### src/rtl/sprite_regctl_pkg.sv
// Shared constants for the sprite register controller: register map, CTRL bits,
// bus access encodings and the commit sequencer state type.
package sprite_regctl_pkg;

  localparam int NUM_SHADOW = 6;

  localparam logic [3:0] WORD_CTRL      = 4'd0;
  localparam logic [3:0] WORD_SPR0_XY   = 4'd1;
  localparam logic [3:0] WORD_SPR0_BMP0 = 4'd2;
  localparam logic [3:0] WORD_SPR0_BMP1 = 4'd3;
  localparam logic [3:0] WORD_SPR1_XY   = 4'd4;
  localparam logic [3:0] WORD_SPR1_BMP0 = 4'd5;
  localparam logic [3:0] WORD_SPR1_BMP1 = 4'd6;
  localparam logic [3:0] WORD_FRAME     = 4'd7;

  localparam int CTRL_SPRITE_EN = 0;
  localparam int CTRL_IRQ_EN    = 1;
  localparam int CTRL_IRQ_FLAG  = 2;
  localparam int CTRL_COMMIT    = 3;

  localparam logic [1:0] ACC_BYTE = 2'b00;
  localparam logic [1:0] ACC_HALF = 2'b01;
  localparam logic [1:0] ACC_WORD = 2'b10;
  localparam logic [1:0] ACC_NONE = 2'b11;

  // Only x[9:0] and y[25:16] exist in the XY words.
  localparam logic [31:0] XY_MASK = 32'h03FF_03FF;

  typedef enum logic [1:0] {
    ST_IDLE  = 2'd0,
    ST_ARMED = 2'd1,
    ST_COPY  = 2'd2
  } commit_state_e;

  function automatic logic is_xy_word(input logic [3:0] word);
    return (word == WORD_SPR0_XY) || (word == WORD_SPR1_XY);
  endfunction

endpackage

### src/rtl/sprite_regctl_lane_merge.sv
// Byte-lane merge of a bus write into an existing 32-bit word
// (8-bit -> lane 0, 16-bit -> lanes 0-1, 32-bit -> all lanes).
module sprite_regctl_lane_merge
  import sprite_regctl_pkg::*;
(
  input  logic [31:0] old_word,
  input  logic [31:0] data_in,
  input  logic [1:0]  data_write_n,
  output logic [31:0] new_word
);

  always_comb begin
    new_word = old_word;
    case (data_write_n)
      ACC_BYTE: new_word[7:0]  = data_in[7:0];
      ACC_HALF: new_word[15:0] = data_in[15:0];
      ACC_WORD: new_word       = data_in;
      default:  new_word       = old_word;
    endcase
  end

endmodule

### src/rtl/tqvp_sprite_regctl.sv
// Sprite register controller: shadow bank, vblank-synchronised commit into the live bank,
// VSYNC interrupt flag and frame counter. Define SPRITE_REGCTL_READBACK_EN for shadow readback.
module tqvp_sprite_regctl #(
  parameter int NUM_SHADOW = sprite_regctl_pkg::NUM_SHADOW,
  parameter int FRAME_W    = 16
) (
  input  logic         clk,
  input  logic         rst_n,
  input  logic [5:0]   address,
  input  logic [31:0]  data_in,
  input  logic [1:0]   data_write_n,
  input  logic [1:0]   data_read_n,
  output logic [31:0]  data_out,
  output logic         data_ready,
  input  logic         vblank_start,
  output logic         sprite_en,
  output logic [9:0]   spr0_x,
  output logic [9:0]   spr0_y,
  output logic [9:0]   spr1_x,
  output logic [9:0]   spr1_y,
  output logic [63:0]  spr0_bmp,
  output logic [63:0]  spr1_bmp,
  output logic         user_interrupt
);
  import sprite_regctl_pkg::*;

  localparam int IDX_W = $clog2(NUM_SHADOW);
  localparam logic [IDX_W-1:0] LAST_IDX = IDX_W'(NUM_SHADOW - 1);

  logic [31:0] shadow_q [NUM_SHADOW];
  logic [31:0] shadow_d [NUM_SHADOW];
  logic [31:0] live_q   [NUM_SHADOW];
  logic [31:0] live_d   [NUM_SHADOW];

  commit_state_e state_q, state_d;
  logic [IDX_W-1:0] copy_idx_q, copy_idx_d;
  logic re_arm_q, re_arm_d;
  logic sprite_en_q, sprite_en_d;
  logic irq_en_q, irq_en_d;
  logic irq_flag_q, irq_flag_d;
  logic [FRAME_W-1:0] frame_q, frame_d;

  logic [3:0]       word;
  logic [IDX_W-1:0] sh_idx;
  logic             wr_req, rd_req, is_shadow, copying, wr_stall;
  logic             ctrl_wr, shadow_wr, commit_wr;
  logic [31:0]      merge_old, merge_new, rd_word;

  assign word      = address[5:2];
  assign sh_idx    = IDX_W'(word - WORD_SPR0_XY);
  assign wr_req    = (data_write_n != ACC_NONE);
  assign rd_req    = (data_read_n != ACC_NONE);
  assign is_shadow = (word >= WORD_SPR0_XY) && (word <= WORD_SPR1_BMP1);
  assign copying   = (state_q == ST_COPY);
  // Shadow writes are held off while the sequencer is reading the shadow bank.
  assign wr_stall  = wr_req && is_shadow && copying;
  assign ctrl_wr   = wr_req && (word == WORD_CTRL);
  assign shadow_wr = wr_req && is_shadow && !copying;
  assign commit_wr = ctrl_wr && data_in[CTRL_COMMIT];

  assign merge_old = is_shadow ? shadow_q[sh_idx] : '0;

  sprite_regctl_lane_merge u_lane_merge (
    .old_word     (merge_old),
    .data_in      (data_in),
    .data_write_n (data_write_n),
    .new_word     (merge_new)
  );

  always_comb begin
    shadow_d = shadow_q;
    if (shadow_wr) begin
      shadow_d[sh_idx] = is_xy_word(word) ? (merge_new & XY_MASK) : merge_new;
    end
  end

  always_comb begin
    live_d = live_q;
    if (copying) begin
      live_d[copy_idx_q] = shadow_q[copy_idx_q];
    end
  end

  always_comb begin
    state_d    = state_q;
    copy_idx_d = copy_idx_q;
    re_arm_d   = re_arm_q;
    case (state_q)
      ST_IDLE: begin
        if (commit_wr) state_d = ST_ARMED;
      end
      ST_ARMED: begin
        if (vblank_start) begin
          state_d    = ST_COPY;
          copy_idx_d = '0;
        end
      end
      ST_COPY: begin
        copy_idx_d = copy_idx_q + 1'b1;
        if (commit_wr) re_arm_d = 1'b1;
        if (copy_idx_q == LAST_IDX) begin
          state_d    = (re_arm_q || commit_wr) ? ST_ARMED : ST_IDLE;
          copy_idx_d = '0;
          re_arm_d   = 1'b0;
        end
      end
      default: begin
        state_d    = ST_IDLE;
        copy_idx_d = '0;
        re_arm_d   = 1'b0;
      end
    endcase
  end

  // A vblank set is applied after the write-1-clear so the set wins a same-cycle collision.
  always_comb begin
    sprite_en_d = sprite_en_q;
    irq_en_d    = irq_en_q;
    irq_flag_d  = irq_flag_q;
    frame_d     = frame_q;
    if (ctrl_wr) begin
      sprite_en_d = data_in[CTRL_SPRITE_EN];
      irq_en_d    = data_in[CTRL_IRQ_EN];
      if (data_in[CTRL_IRQ_FLAG]) irq_flag_d = 1'b0;
    end
    if (vblank_start) begin
      frame_d = frame_q + 1'b1;
      if (irq_en_q) irq_flag_d = 1'b1;
    end
  end

  always_ff @(posedge clk) begin
    if (!rst_n) begin
      for (int i = 0; i < NUM_SHADOW; i++) begin
        shadow_q[i] <= '0;
        live_q[i]   <= '0;
      end
      state_q     <= ST_IDLE;
      copy_idx_q  <= '0;
      re_arm_q    <= 1'b0;
      sprite_en_q <= 1'b0;
      irq_en_q    <= 1'b0;
      irq_flag_q  <= 1'b0;
      frame_q     <= '0;
    end else begin
      shadow_q    <= shadow_d;
      live_q      <= live_d;
      state_q     <= state_d;
      copy_idx_q  <= copy_idx_d;
      re_arm_q    <= re_arm_d;
      sprite_en_q <= sprite_en_d;
      irq_en_q    <= irq_en_d;
      irq_flag_q  <= irq_flag_d;
      frame_q     <= frame_d;
    end
  end

  always_comb begin
    rd_word = '0;
    case (word)
      WORD_CTRL:  rd_word = {28'd0, (state_q != ST_IDLE), irq_flag_q, irq_en_q, sprite_en_q};
      WORD_FRAME: rd_word = 32'(frame_q);
`ifdef SPRITE_REGCTL_READBACK_EN
      WORD_SPR0_XY, WORD_SPR0_BMP0, WORD_SPR0_BMP1,
      WORD_SPR1_XY, WORD_SPR1_BMP0, WORD_SPR1_BMP1: rd_word = shadow_q[sh_idx];
`endif
      default:    rd_word = '0;
    endcase
  end

  assign data_ready = rst_n && (rd_req || (wr_req && !wr_stall));
  assign data_out   = (rst_n && rd_req) ? rd_word : '0;

  assign sprite_en      = sprite_en_q;
  assign user_interrupt = irq_flag_q;
  assign spr0_x   = live_q[0][9:0];
  assign spr0_y   = live_q[0][25:16];
  assign spr0_bmp = {live_q[2], live_q[1]};
  assign spr1_x   = live_q[3][9:0];
  assign spr1_y   = live_q[3][25:16];
  assign spr1_bmp = {live_q[5], live_q[4]};

  logic unused_bits;
  assign unused_bits = ^{address[1:0], live_q[0][31:26], live_q[0][15:10],
                         live_q[3][31:26], live_q[3][15:10]};

endmodule

### config.mk
export PLATFORM = sky130hd
export DESIGN_NAME = tqvp_sprite_regctl
export DESIGN_NICKNAME = d
export VERILOG_FILES = /design/src/rtl/sprite_regctl_pkg.sv /design/src/rtl/sprite_regctl_lane_merge.sv /design/src/rtl/tqvp_sprite_regctl.sv
export SDC_FILE = /design/constraint.sdc
export NUM_CORES = 1
export LEC_CHECK = 0
export CAP_MARGIN = 20
export CORE_MARGIN = 2
export CORE_UTILIZATION = 50
export DETAILED_ROUTE_END_ITERATION = 10
export PLACE_DENSITY = 0.77
export SYNTH_ARGS = -nofsm -noshare
export SYNTH_HDL_FRONTEND = slang
export SYNTH_HIERARCHICAL = 1
export SYNTH_SLANG_ARGS = --single-unit
### constraint.sdc
create_clock -name clk -period 3.15 [get_ports clk]
set_input_delay 0.63 -clock clk [delete_from_list [all_inputs] [get_ports clk]]
set_output_delay 0.63 -clock clk [all_outputs]
set_load 0.05 [all_outputs]
# After elaboration in Yosys (flattened, before gate mapping)
# Index checks and enable logic that the tools add are counted.
# op_classes
n_addsub	3
n_lt_le_gt_ge	6
eq_ne	14
mux	34
bitwise	4
n_reduce_logical	26
# op_table
cell	count
bitwise mux 192 bit	2
two-way mux 32 bit	9
binary-select mux 32 bit (select 3 bit)	2
demux 32 bit (select 3 bit)	2
case mux 16 bit (2 select lines)	1
adder 16 x 1 -> 16 bit, second input constant	1
two-way mux 16 bit	1
two-way mux 8 bit	2
logical AND 1 bit	11
case mux 3 bit (3 select lines)	1
== test 4 x 3 -> 1 bit, second input constant	2
>= comparator 4 bit, second input constant	2
less-than comparator 4 x 1 -> 1 bit, second input constant	2
!= test 2 bit, second input constant	4
NOT 3 -> 4 bit	2
two-way mux 1 bit	7
two-way mux 2 bit	3
two-way mux 3 bit	2
case mux 2 bit (3 select lines)	1
== test 2 x 1 -> 1 bit, second input constant	2
== test 2 bit, second input constant	2
== test 4 x 1 -> 1 bit, second input constant	1
>= comparator 4 x 1 -> 1 bit, second input constant	1
less-or-equal comparator 4 x 3 -> 1 bit, second input constant	1
other kinds (16)	23
# totals
ff_bits	409
in_bits	45
out_inout_bits	203
wordCells	106

# Depth between registers and ports, before layout
# depth
word_depth	9
mapped_depth	13
mapped_depth_nobuf	9

# Hierarchy
# Netlist, hierarchy kept.
# modules_own_cells
module	n_inst	cells_per_inst	area_per_inst_um2	seq_area_each_um2
tqvp_sprite_regctl	1	1685	16843.7	7707.4
sprite_regctl_lane_merge	1	39	467.9	0.0

# Worst setup path before layout
# OpenSTA, ideal clock, no wires.
# synth_timing
path_type	input to output
startpoint	input address[2]
endpoint	output data_out[3]
arrival_ns	2.931
required_ns	2.520
slack_ns	-0.411
path_stages	7
path_buffers	2
path_cell_list	buf_1 -> clkbuf_1 -> inv_1 -> ha_1 -> nor3b_1 -> o21ai_0 -> a21oi_1
# synth_via
elab_chain_len	3
word_cells_on_any_way	4
cone_classes	eq/ne (1); mux (2); reduce/logical (1)
# synth_rtl
element	line_no	text
start: declaration	tqvp_sprite_regctl.sv:9	input logic [5:0] address,
== test 4 x 3 -> 1 bit or logical NOT 4 bit (tied branches)	tqvp_sprite_regctl.sv:160	case (word)
case mux 16 bit (2 select lines) *	tqvp_sprite_regctl.sv:160	
two-way mux 32 bit *	tqvp_sprite_regctl.sv:172	assign data_out = (rst_n && rd_req) ? rd_word : '0;
end: declaration	tqvp_sprite_regctl.sv:13	output logic [31:0] data_out,
# Every way passes the cells marked *; elsewhere a longest branch is shown, timed or not.

# Worst setup path after layout
# layout_timing
startpoint	input address[3]
endpoint	output data_ready
# layout_via
elab_chain_len	8
word_cells_on_any_way	9
cone_classes	order compare (2); reduce/logical (7)
# layout_rtl
element	line_no	text
>= comparator 4 x 1 -> 1 bit or less-or-equal comparator 4 x 3 -> 1 bit (tied branches)	tqvp_sprite_regctl.sv:53	assign is_shadow = (word >= WORD_SPR0_XY) && (word <= WORD_SPR1_BMP1);
logical AND 1 bit *	tqvp_sprite_regctl.sv:53	
logical AND 1 bit * (2 in series)	tqvp_sprite_regctl.sv:56	assign wr_stall = wr_req && is_shadow && copying;
logical NOT 1 bit *	tqvp_sprite_regctl.sv:171	assign data_ready = rst_n && (rd_req || (wr_req && !wr_stall));
logical AND 1 bit *	tqvp_sprite_regctl.sv:171	
logical OR 1 bit *	tqvp_sprite_regctl.sv:171	
logical AND 1 bit *	tqvp_sprite_regctl.sv:171	
end: declaration	tqvp_sprite_regctl.sv:14	output logic data_ready,
# Marked as above.

==> results.yml <==
logic_synthesis:
  netlist.top_cell.by_area: "dfxtp_1"
  asyncSetResetFlopFracSynth_pct: 0
  ys_ff_latch: 385
  synth_warnings: 6
  synthDominantCellAreaShare_pct: 44.52
  synth_edf_count: 0
  ys_types: 48
  leading_post_synthesis_cells_by_cell_area: "dfxtp_1 (45%), mux2i_1 (15%), nand2_1 (8.1%), mux4_2 (4.4%), o211a_1 (3.6%)"
  average_instance_area_after_synthesis_sq_um: 10.04
  syn-instance-count: 1724
  syn-cell-area_sq_um: 17310
  yosys_most_used_dff: "dfxtp_1"
  synth.yosys.seq_area_share_pct: 44.52
worst_setup_path:
  worstPathCellList: "clkdlybuf4s50_1, inv_1, ha_1, nor3b_1, a311o_1, o211ai_1, nand2_2, buf_12"
  critPathRequiredTime_ps: 2520
  r2r.worst_path.cells: 5
  crit_path_start_kind: "input pin"
  crit_path_end_kind: "output pin"
  crit_cells: 8
  cp_top_family: "buffers and inverters"
  critical_path_class: "input pin to output pin"
  timing.critical_path.arrival_ps: 2450
  timing.critical_path.buf_inv: 3
  cpMaxStageDelayCell: "clkdlybuf4s50_1"
  cp_max_fo: 3
  critPathMaxStageDelay_ps: 470
outcome:
  status: "finished clean"
final_layout:
  area_growth_syn_to_layout_pct: 24.97
  filler_cell_count: 2712
  nNetsFinal: 1958
  antennaDiodeCount: 0
  mostFrequentLayoutCell: "dfxtp_1"
  layout-drive-gt1-share_pct: 13.39
  most-common-layout-cells: "dfxtp_1 (384), nand2_1 (373), mux2i_1 (261), clkdlybuf4s50_1 (210), a22o_1 (69)"
clocking:
  h_tree_levels: 2
  postCtsResizedCells: 0
  cts.path.max_buffers: 3
  clkLatencyLatePin_ps: 530
  worst_setup_hold_path_clk_slew_ps: 60
  clock-sinks: 385
  tritoncts: "built"
  numCtsBuffers: 41
  cts-root-buf: "clkbuf_16"
pwr:
  total_power_mw: 10.61
  pwr_density_cell_nw_per_um2: 490.6
  peakVddDrop_mv: 0.4291
  cellLeakagePower_nw: 9.297
hold_path:
  type_of_the_worst_min_delay_path: "register to register"
  min_delay_path_depth: 2
sta:
  setup_tns_ps: 0
  fin_worst_skew_ps: 23.71
  finalHoldViolations: 0
  maxClockFrequency_mhz: 324.3
  period_minus_slack_ps: 3084
  setup_viol: 0
  min_period_over_period_pct: 97.90
  timing_max_transition_violations_final: 0
  rsz0062_at_grt: "no"
  slew_headroom_pct: 44.61
  worstMarginPinSlew_ps: 830.9
  setup_ws_ps: 66.26
detailed_routing:
  detail_route.drc_violations: 0
  final_antenna_violating_net_count: 0
  dr_total_vias: 13771
  finalWirelength_microns: 47730
  first_iter_violations: 944
  drt_pass1_iterations: 5
  mean_routed_wirelength_per_cell_microns: 19.98
  post_drt_via_cell_ratio: 5.764
global_route:
  grt_pass1_vias: 13302
  grt_max_degree: 193
  wire_length_of_the_first_global_routing_pass_microns: 75120
  grt_usage_pct: 25.80
  grt-ovfl-total: 0
  antenna_found_initial: 1
floorplanning:
  chipHeight_microns: 190.1
  floorplan.io_pins: 248
  initial_core_utilization_pct: 50.49
  rows: 68
  core_area_sq_um: 34290
  design.die.area_sq_um: 36130
  fp.dieW_microns: 190.1
job:
  cap_viol_max_count: 0
place:
  gp_routability_congestion: 0.8396
  place.port_buffers: 229
  pre_cts_worst_setup_slack_ps: -255.7
  post_dp_hpwl_microns: 32080
## report_power, final
part,leakage (nW),total [mW],internal [mW],switching (mW)
Sequential,3.10,4.93,4.90,0.0298
Combinational,5.53,0.881,0.340,0.542
Clock,0.662,4.80,2.87,1.93
Total,9.30,10.6,8.11,2.50
## path summary, 6_finish.rpt
path                start           end  slack [ps]
max            address[3]    data_ready          70
min          spr0_bmp[12]  spr0_bmp[12]         460
max reg2reg    state_q[0]  shadow_q[59]         820
min reg2reg  spr0_bmp[12]  spr0_bmp[12]         460
## state kept, by name (all words and copies together), names as in the netlist, 2 cells and up
| signal | flops |
|---|---|
| spr1_bmp | 64 |
| copy_idx_q | 3 |
| spr0_x | 10 |
| spr1_y | 10 |
| spr1_x | 10 |
| spr0_bmp | 64 |
| state_q | 2 |
| frame_q | 16 |
| shadow_q | 192 |
| spr0_y | 10 |
## routing by layer
layer	part of all wire, %	global-route usage, %
met5	0	0
met4	1.6	6.291
met3	7.2	4.556
met2	44	38.94
met1	47	38.21
## cells in the mapped netlist, types with 3 or more instances
master and number:
a22o_1 69, nor2b_1 10, mux2_4 10, mux4_2 34, and2_1 28, a2bb2oi_1 30, or4_1 3, or3_1 4
nand3_1 13, a21oi_1 35, nor3_1 36, o21ai_0 6, buf_6 7, o21a_1 3, nand4_1 5, and3_1 3
buf_2 28, buf_4 18, nand2b_1 4, o211a_1 62, nand2_1 374, a22oi_1 4, inv_1 7, nor2_1 13
dfxtp_1 385, nor4_1 3, xor2_1 7, buf_1 6, clkbuf_1 104, ha_1 8, mux2i_1 261, a21boi_0 37
o22ai_1 31, nor3b_1 3, xnor2_1 6, mux2_2 54
## metrics by stage
| stage | area [sq um] | utilization [%] | cells | hold slack (ps) |
|---|---|---|---|---|
| floorplan | 17390 | - | 1739 | 441.1 |
| global placement | 20280 | 59.13 | 2316 | 450.1 |
| detailed placement | 20280 | 59.13 | 2316 | 453.4 |
| CTS | 21630 | 63.10 | 2389 | 465.9 |
| global route | 21630 | 63.10 | 2389 | 478.7 |
| finish | 21630 | 63.10 | 2389 | 461.8 |
## cell families (layout without fill, tap and decap cells)
kind of cell,after synthesis,in the layout,share of synthesized area (%)
AND/OR/NAND/NOR,503,503,12.47
flip-flops,385,385,44.52
multiplexers,359,359,23.89
AO/OA/AOI/OAI,282,282,13.04
buffers and inverters,172,367,4.720
XOR/XNOR,14,14,0.7517
adder cells (fa/ha/maj),8,8,0.5782
other,1,16,0.02166
## tightest hold or removal path: cells and delay by family, from the launching register on
family | cells | cell delay, ps
AOI/OAI and AO/OA | 1 | 60
DFF | 1 | 310
and+or+nand+nor | 1 | 40
## layout make-up
type,count,area (sq um),area share [%]
sequential,385,7711,35.64
clock buffer,61,1234,5.702
tap,455,569.3,2.631
clock inverter,11,117.6,0.5436
inverter,8,30.03,0.1388
multi-input combinational,1182,8887,41.08
timing repair buffer,287,3085,14.26
## what timing repair did
action	4_1_cts	5_1_grt
endpoints found under the setup margin	1	0
setup buffers	1	0
hold buffers	0	0
(Power assumes the default switching activity.)
